--- src/rtl/rv_pipe_pkg.sv ---
// rv_pipe_pkg: shared widths, NOP encoding and fetch FSM states for the pipeline
package rv_pipe_pkg;
  localparam int XLEN = 64;
  localparam int ILEN = 32;
  localparam logic [31:0] INST_NOP = 32'h0000_0013;
  typedef enum logic [2:0] {BOOT, FETCH, WAIT, HOLD, DRAIN} fetch_state_t;
endpackage

--- src/rtl/if_hold_buf.sv ---
// if_hold_buf: single-entry {inst, pc} park register for a word fetched during a stall
module if_hold_buf #(
  parameter int XLEN = rv_pipe_pkg::XLEN,
  parameter int ILEN = rv_pipe_pkg::ILEN
) (
  input  logic            clk,
  input  logic            reset,
  input  logic            load,
  input  logic            clear,
  input  logic [ILEN-1:0] inst_in,
  input  logic [XLEN-1:0] pc_in,
  output logic [ILEN-1:0] inst,
  output logic [XLEN-1:0] pc
);
  // park the word on load, drop it on clear
  always_ff @(posedge clk or negedge reset)
    if (!reset) begin
      inst <= '0;
      pc   <= '0;
    end else if (clear) begin
      inst <= '0;
      pc   <= '0;
    end else if (load) begin
      inst <= inst_in;
      pc   <= pc_in;
    end
endmodule

--- src/rtl/if_fetch_unit.sv ---
// if_fetch_unit: IF-stage fetch sequencer feeding the IF/ID register from a variable-latency imem
module if_fetch_unit #(
  parameter int XLEN = rv_pipe_pkg::XLEN,
  parameter int ILEN = rv_pipe_pkg::ILEN,
  parameter logic [XLEN-1:0] RESET_PC = '0
) (
  input  logic            clk,
  input  logic            reset,
  input  logic            stall,
  input  logic            redirect_valid,
  input  logic [XLEN-1:0] redirect_pc,
  output logic            imem_req,
  output logic [XLEN-1:0] imem_addr,
  input  logic            imem_gnt,
  input  logic            imem_rvalid,
  input  logic [ILEN-1:0] imem_rdata,
  output logic [ILEN-1:0] instruction,
  output logic [XLEN-1:0] pc,
  output logic            ifid_write,
  output logic            flush
);
  import rv_pipe_pkg::*;
  fetch_state_t state, state_nxt;
  logic [XLEN-1:0] fetch_pc, target, hb_pc;
  logic [ILEN-1:0] hb_inst;
  logic hb_load, hb_clear, wr_wait, wr_hold;
  assign target = redirect_pc & ~{{(XLEN-2){1'b0}}, 2'b11};
  if_hold_buf #(.XLEN(XLEN), .ILEN(ILEN)) u_hold (
    .clk(clk), .reset(reset), .load(hb_load), .clear(hb_clear),
    .inst_in(imem_rdata), .pc_in(fetch_pc), .inst(hb_inst), .pc(hb_pc)
  );
  // state and fetch PC; a redirect always wins, otherwise advance on each IF/ID write
  always_ff @(posedge clk or negedge reset)
    if (!reset) begin
      state    <= BOOT;
      fetch_pc <= RESET_PC;
    end else begin
      state    <= state_nxt;
      fetch_pc <= redirect_valid ? target : ifid_write ? fetch_pc + XLEN'(4) : fetch_pc;
    end
  // next state; a redirect with a request in flight must drain its response first
  always_comb begin
    state_nxt = state;
    case (state)
      BOOT:    state_nxt = FETCH;
      FETCH:   state_nxt = imem_gnt ? (redirect_valid ? DRAIN : WAIT) : FETCH;
      WAIT:    state_nxt = imem_rvalid ? ((stall && !redirect_valid) ? HOLD : FETCH)
                                       : (redirect_valid ? DRAIN : WAIT);
      HOLD:    state_nxt = (redirect_valid || !stall) ? FETCH : HOLD;
      DRAIN:   state_nxt = imem_rvalid ? FETCH : DRAIN;
      default: state_nxt = BOOT;
    endcase
  end
  // outputs and hold-buffer control; stray rvalid outside WAIT/DRAIN has no effect
  always_comb begin
    wr_wait     = state == WAIT && imem_rvalid && !stall && !redirect_valid;
    wr_hold     = state == HOLD && !stall && !redirect_valid;
    imem_req    = state == FETCH;
    imem_addr   = fetch_pc;
    flush       = redirect_valid && state != BOOT;
    ifid_write  = wr_wait || wr_hold;
    instruction = wr_wait ? imem_rdata : wr_hold ? hb_inst : '0;
    pc          = wr_wait ? fetch_pc : wr_hold ? hb_pc : '0;
    hb_load     = state == WAIT && imem_rvalid && stall && !redirect_valid;
    hb_clear    = state == HOLD && (redirect_valid || !stall);
  end
endmodule

--- config.mk ---
export PLATFORM = sky130hd
export DESIGN_NAME = if_fetch_unit
export DESIGN_NICKNAME = d
export VERILOG_FILES = /design/src/rtl/rv_pipe_pkg.sv /design/src/rtl/if_hold_buf.sv /design/src/rtl/if_fetch_unit.sv
export SDC_FILE = /design/constraint.sdc
export NUM_CORES = 1
export LEC_CHECK = 0
export BUFFER_PORTS_ARGS = -buffer_cell sky130_fd_sc_hd__clkbuf_2
export CAP_MARGIN = 0
export CELL_PAD_IN_SITES_DETAIL_PLACEMENT = 0
export CELL_PAD_IN_SITES_GLOBAL_PLACEMENT = 1
export CORE_MARGIN = 2
export CORE_UTILIZATION = 35
export DETAILED_ROUTE_END_ITERATION = 6
export PLACE_DENSITY = 0.77
export SLEW_MARGIN = 20
export SYNTH_ARGS = -nofsm -noshare
export SYNTH_HDL_FRONTEND = slang
export SYNTH_HIERARCHICAL = 1
export SYNTH_SLANG_ARGS = --single-unit
--- constraint.sdc ---
create_clock -name clk -period 2.3 [get_ports clk]
set_input_delay 0.23 -clock clk [delete_from_list [all_inputs] [get_ports clk]]
set_output_delay 0.23 -clock clk [all_outputs]
set_load 0.01 [all_outputs]
==> flow_metrics.tcl, run 1 <==
set metrics [dict create \
    dieHeight_um 163 \
    setup.worst_path.class "flip-flop to output pin" \
    critical_path.max_fanout 6 \
    fin_worst_skew_ns 0.0117 \
    timing.critical_path.from_type "flip-flop" \
    synth.lib_cells_used.distinct 64 \
    p_clk_frac 0.355 \
    cts_buffer_count 17 \
    fin_crit_sh 1.03 \
    finish.cell_count_without_fillers 1579 \
    critical_path_required_ns 2.07 \
    critical_path.slowest_cell "dfrtp_1" \
    met3WireLength_um 1610 \
    hp-class "input port to flip-flop" \
    cellPowerDensity_mw_per_mm2 695 \
    firstDrtPassIters 5 \
    numClockSinks 161 \
    irDropWorstVdd_mv 0.434 \
    grt_max_degree 69 \
    shortest_period_the_worst_path_allows_ns 2.36 \
    dpl_cell_area_mm2 0.0111 \
    finalWeightedCongestion 0.823 \
    synth-edff-count 0 \
    core_region_area_mm2 0.0250 \
    floorplan.initialDensity 0.354 \
    synth_top_cell_area_share 0.456 \
    fmaxAchievable_mhz 423 \
    p_leak_nw 5.73 \
    io_pins 265 \
    worst_slack_ns -0.0649 \
    worst-slew-pin-transition_ns 0.639 \
    wl_met2_um 14300 \
    p_int_mw 5.88 \
    cp_slowest_stage_delay_ns 0.40 \
    net_total_in_the_final_layout 1339 \
    final_cell_mix "clkbuf_2, dfrtp_1, nor2_1" \
    clockBufferDepth 2 \
    port_buffers 260 \
    post_route_cells_drive_above_1_share 0.365 \
    hp-start "redirect_pc[8]" \
    worst_r2r_startpoint "imem_addr[2]" \
    syn2layout_area_growth_pct 38.5 \
    hold-path-cell-count 3 \
    finalSetupViolations 55 \
    synth.area.top_cells "dfrtp_1, mux2i_1, a22o_1" \
    multi_input_area_mm2 0.00453 \
    ys.warnings.count 6 \
    power.combinational.fraction 0.220 \
    layout.cells.most_common "clkbuf_2" \
    detail_route_antenna_nets 0 \
    seqPwrFrac 0.425 \
    synth_area_leader_cell "dfrtp_1" \
    grt_antenna_before_repair 3 \
    vias 8274 \
    cts_tree "yes" \
    r2r.worst_path.cells 7 \
    critPathLaunch "state[2]" \
    grt_pass1_wl_um 45300 \
    htree_levels 4 \
    nFillCells 2365 \
    drt_iter0_markers 620 \
    dp.final_hpwl_um 20200 \
    num_rows 58 \
    postRouteWirelength_um 29700 \
    clkTransAtPathRegs_ns 0.07 \
    worstPathArrival_ns 2.13 \
    worstReg2RegEnd "imem_addr[42]" \
    first_global_vias 8139 \
    status "complete, but fails checks" \
    final_design_area_no_fill_mm2 0.0122 \
    area.sequential_mm2 0.00404 \
    synth_cells 902 \
    worst_skew_pair.late_latency_ns 0.43 \
    timing.final.hold_violations 0 \
    gr-usage-all-layers 0.219 \
    ys_async_sr_fraction 1.00 \
    highest_layer "met5" \
    yosysSeqAreaShare 0.456 \
    max-cap-violations 0 \
    wl_met1_um 13500 \
    place.detailed.instances 1527 \
    cts.root.buffer_cell "clkbuf_16" \
    synth_area_mm2 0.00883 \
    die_width_um 163 \
    ys.flop_type "dfrtp_1" \
    syn_avg_cell_area_um2 9.79 \
    die_ar_mm2 0.0265 \
    route.detailed.wl_per_inst_um 18.8 \
    rsz_0062_raised_after_global_routing "yes" \
    crit_path_end_kind "output pin" \
    total_switching_power_mw 2.62 \
    r2r_setup_slack_ns 0 \
    worstHoldEndpoint "imem_addr[8]" \
    final.hold.worst_slack_ns 0.0167 \
    sw_frac_of_total 0.308 \
    failing_checks "negative setup slack" \
    grt-ovfl-total 0 \
    detail_route.drc_violations 0 \
    finish.utilization 0.490 \
    routed_via_density 5.24 \
    ys_seq_elements 161 \
    critical_path.cell_chain "nor3b_4 > nor4b_4 > buf_6 > buf_12 > clkbuf_16 > a22o_1 > buf_2" \
    max_slew_margin 0.574 \
    drv_slew 0 \
]
## worst max-delay path: cells and delay by family (launching register included)
family | cells | cell delay (ns)
flip-flops | 1 | 0.40
AND/OR/NAND/NOR | 2 | 0.54
AO/OA/AOI/OAI | 1 | 0.14
buffers and inverters | 4 | 0.62
## synthesized netlist by cell type, types with 3 or more instances
cell type,number
nor2_1,119
and2_1,7
a221o_1,3
o311ai_0,6
a22o_1,94
nor3_1,18
and3_1,8
xnor2_1,15
nor4_1,9
clkbuf_1,43
mux2i_1,97
a31oi_1,3
buf_4,9
o21ai_0,41
xor2_1,17
and4_1,4
a21oi_1,10
mux2_2,4
buf_1,9
or3_1,10
buf_12,4
nand3b_1,7
dfrtp_1,161
nand4_1,28
nor2b_1,8
and3_2,3
o211ai_1,10
inv_1,13
nand2_1,77
nand3_1,25
## layer usage
layer  global-route usage  vias to the layer above
met2                0.357                      224
met5                    0                        -
met1                0.296                     4073
li1                     -                     3954
met3               0.0491                       21
met4               0.0523                        2
## cell families after synthesis
family	after synthesis	share of synthesized area
AO/OA/AOI/OAI	182	0.157
XOR/XNOR	32	0.0317
adder cells (fa/ha/maj)	1	0.00142
buffers and inverters	82	0.0477
flip-flops	161	0.456
multiplexers	101	0.115
other	1	0.000425
AND/OR/NAND/NOR	342	0.191
## cell type report
class                      instances  area share
multi-input combinational        662       0.370
sequential                       161       0.330
timing repair buffer             381       0.211
clock buffer                      18      0.0359
tap                              330      0.0338
clock inverter                    13      0.0143
inverter                          13     0.00399
antenna                            1    0.000205
## how the worst max path moves through the flow
| stage | endpoint |
|---|---|
| after global placement | imem_addr[42] |
| after detailed placement | imem_addr[42] |
| after floorplan | imem_addr[55] |
| final | pc[23] |
| after CTS | instruction[5] |
| after global routing | instruction[19] |
## metrics by stage
step / setup WS [ns] / TNS [ns] / power, mW
after global routing: -0.128 / -7.67 / 8.96
final: -0.0649 / -1.83 / 8.50
after detailed placement: -0.0152 / -0.0152 / 5.45
after CTS: -0.0405 / -0.495 / 8.56
after global placement: 0.0154 / 0 / 5.39
after floorplan: 0.00963 / 0 / 4.59
## registers in the layout, summed over array words and instances (netlist names)
signal,cells
u_hold/pc,64
imem_addr,62
u_hold/inst,32
state,3
## power by group through the flow
stage | clock network (mW) | registers [mW] | logic [mW]
finish | 3.01 | 3.61 | 1.87
global placement | 0 | 3.63 | 1.76
floorplan | 0 | 3.72 | 0.868
global route | 3.21 | 3.68 | 2.07
detailed placement | 0 | 3.65 | 1.80
CTS | 3.09 | 3.61 | 1.86
## what timing repair did
| action | in CTS | in global routing |
|---|---|---|
| resized for setup | 15 | 81 |
| endpoints found under the hold margin | 56 | 0 |
| pin swaps | 22 | 36 |
| setup buffers | 7 | 0 |
| hold buffers | 7 | 0 |
| cloned | 5 | 5 |
| setup endpoints to repair | 96 | 117 |
Power figures use the tool's default switching activity.
==> inputs of run 2 (changes only) <==
--- a/config.mk
+++ b/config.mk
@@ -11,10 +11,10 @@
 export CELL_PAD_IN_SITES_GLOBAL_PLACEMENT = 1
 export CORE_MARGIN = 2
 export CORE_UTILIZATION = 35
+export CTS_BUF_LIST = sky130_fd_sc_hd__clkbuf_16
 export DETAILED_ROUTE_END_ITERATION = 6
-export PLACE_DENSITY = 0.77
+export PLACE_DENSITY = 0.78
 export SLEW_MARGIN = 20
 export SYNTH_ARGS = -nofsm -noshare
 export SYNTH_HDL_FRONTEND = slang
-export SYNTH_HIERARCHICAL = 1
 export SYNTH_SLANG_ARGS = --single-unit
==> run 2 against run 1 <==
Net effect: the flow still finishes with violations (negative setup slack); clock power about the same; clock skew down 0.0029 ns; non-clock buffer count up 13; die area down 3.6%; synthesized area down 3.6%; register-to-register slack worse by 0.16 ns; combinational power about the same; global-route usage up 0.41 points; first-iteration DRC count down 12%; critical path type unchanged.
==> flow_metrics.tcl, run 2 <==
set metrics [dict create \
    status "complete, but fails checks" \
    failing_checks "negative setup slack" \
    max-cap-violations 0 \
    vias 8495 \
    worstPathArrival_ns 2.38 \
    grt_max_degree 78 \
    dp.final_hpwl_um 19900 \
    cellPowerDensity_mw_per_mm2 706 \
    cts_buffer_count 17 \
    num_rows 57 \
    crit_path_end_kind "output pin" \
    gr-usage-all-layers 0.223 \
    nFillCells 2289 \
    syn_avg_cell_area_um2 9.43 \
    critical_path.slowest_cell "or4b_4" \
    die_ar_mm2 0.0256 \
    syn2layout_area_growth_pct 42.4 \
    synth.most_common_cell "dfrtp_1" \
    cts_tree "yes" \
    hp-class "input port to flip-flop" \
    num_antenna_cells 0 \
    core_region_area_mm2 0.0241 \
    firstDrtPassIters 5 \
    ys.warnings.count 0 \
    timing.critical_path.from_type "flip-flop" \
    finish.utilization 0.503 \
    detail_route.drc_violations 0 \
    fin_crit_sh 1.14 \
    synth.area.top_cells "dfrtp_1, a22o_1, nand2_1" \
    port_buffers 260 \
    post_route_cells_drive_above_1_share 0.372 \
    critical_path_required_ns 2.07 \
    detail_route_antenna_nets 0 \
    p_leak_nw 5.77 \
    worst-slew-pin-transition_ns 0.764 \
    synth_top_cell_area_share 0.471 \
    critical_path.cell_chain "or4b_4 > buf_6 > nor3b_4 > buf_4 > buf_6 > buf_12 > a22o_1 > buf_2" \
    drt_iter0_markers 545 \
    final_design_area_no_fill_mm2 0.0121 \
    max_slew_margin 0.490 \
    synth_area_leader_cell "dfrtp_1" \
    clkTransAtPathRegs_ns 0.07 \
    path_buf_inv 5 \
    grt-ovfl-total 0 \
    shortest_period_the_worst_path_allows_ns 2.61 \
    route.detailed.wl_per_inst_um 18.8 \
    irDropWorstVdd_mv 0.482 \
    ys_seq_elements 160 \
    largest_register_ffs 63 \
    setup.worst_path.class "flip-flop to output pin" \
    cp_common_cell "buf_6" \
    fin_worst_skew_ns 0.00876 \
    drv_slew 0 \
    cp_slowest_stage_delay_ns 0.50 \
    critical_path.max_fanout 7 \
    multi_input_area_mm2 0.00436 \
    biggest_register "u_hold.pc" \
    synth.cells.most_frequent "dfrtp_1, a22o_1, nand2_1, clkbuf_1, a21oi_1" \
    synth_cells 902 \
    dpl_cell_area_mm2 0.0108 \
    area.sequential_mm2 0.00400 \
    io_pins 265 \
    finalWeightedCongestion 0.817 \
    grt_antenna_before_repair 0 \
    rsz_0062_raised_after_global_routing "yes" \
    final_cell_mix "clkbuf_2, dfrtp_1, a22o_1" \
    net_total_in_the_final_layout 1336 \
    grt_pass1_wl_um 45400 \
    layout.cells.most_common "clkbuf_2" \
    htree_levels 4 \
    ys_async_sr_fraction 1.00 \
    fmaxAchievable_mhz 382 \
    synth_area_mm2 0.00851 \
    worst_slack_ns -0.315 \
    worst_skew_pair.late_latency_ns 0.43 \
    synth.lib_cells_used.distinct 51 \
    floorplan.initialDensity 0.353 \
    dieHeight_um 160 \
    first_global_vias 8147 \
    finalSetupViolations 109 \
    ys.flop_type "dfrtp_1" \
    yosysSeqAreaShare 0.471 \
    cts.root.buffer_cell "clkbuf_16" \
    clockBufferDepth 2 \
    path_delay_family "simple AND/OR/NAND/NOR gates" \
    die_width_um 160 \
    synth-edff-count 0 \
    postRouteWirelength_um 29500 \
    timing.final.hold_violations 0 \
    numClockSinks 160 \
    routed_via_density 5.41 \
]
-- run 2: cell families after synthesis --
logic type	share of synthesized area
and+or+nand+nor	0.199
AOI/OAI and AO/OA	0.239
DFF	0.471
buffers and inverters	0.0448
xor gates and xnor gates	0.0309
muxes	0.0138
adders and majority gates	0.00147
other	0.000441
-- run 2: layer usage --
layer	part of all wire	vias up	track usage
met2	0.47	291	0.356
met1	0.45	4177	0.303
met5	0	-	0
li1	-	4009	-
met4	0.0089	0	0.0479
met3	0.072	18	0.0629
-- run 2: layout make-up --
| type | instances | area share |
|---|---|---|
| clock buffer | 17 | 0.0351 |
| clock inverter | 15 | 0.0157 |
| inverter | 8 | 0.00248 |
| multi-input combinational | 652 | 0.359 |
| sequential | 160 | 0.330 |
| tap | 324 | 0.0334 |
| timing repair buffer | 394 | 0.224 |
-- run 2: path summary, 6_finish.rpt --
check	slack, ns	cells past startpoint	endpoint	startpoint
worst max-delay path	-0.31	8	pc[3]	state[2]
worst min-delay path	0.01	3	imem_addr[25]	redirect_pc[25]
worst max register to register	-0.16	9	imem_addr[60]	state[2]
worst min register to register	0.49	1	u_hold.pc[1]	u_hold.pc[1]
max in group asynchronous	1.15	3	imem_addr[12]	reset
min in group asynchronous	0.38	2	imem_addr[36]	reset
-- run 2: per-stage QoR --
step           hold slack [ns]  TNS, ns  setup slack (ns)  total power, mW  cells
5_1_grt                 0.0157   -33.07            -0.381             9.00   1570
4_1_cts                0.00158   -34.13            -0.416             8.61   1557
3_3_place_gp             0.281   -0.734           -0.0398             5.44   1509
2_1_floorplan          -0.0656  -0.0166           -0.0166             4.64    903
6_report                0.0113   -25.09            -0.315             8.56   1570
3_5_place_dp             0.282    -2.49           -0.0664             5.48   1509
-- run 2: power by group --
group / switching, mW / internal, mW / total, mW
Combinational: 1.01 / 0.845 / 1.85
Sequential: 0.343 / 3.33 / 3.68
Clock: 1.22 / 1.81 / 3.03
-- run 2: repair_timing --
| action | 4_1_cts | 5_1_grt |
|---|---|---|
| cloned | 4 | 5 |
| endpoints found under the hold margin | 60 | 0 |
| pin swaps | 43 | 39 |
| setup buffers | 11 | 11 |
| setup endpoints to repair | 112 | 130 |
| gates resized for setup | 41 | 93 |
| hold buffers | 1 | 0 |
-- run 2: worst register-to-register path: cells and delay by family (launching register included) --
kind	cells	cell delay, ns
buffers and inverters	4	0.52
and+or+nand+nor	4	1.34
AOI/OAI and AO/OA	1	0.14
DFF	1	0.38
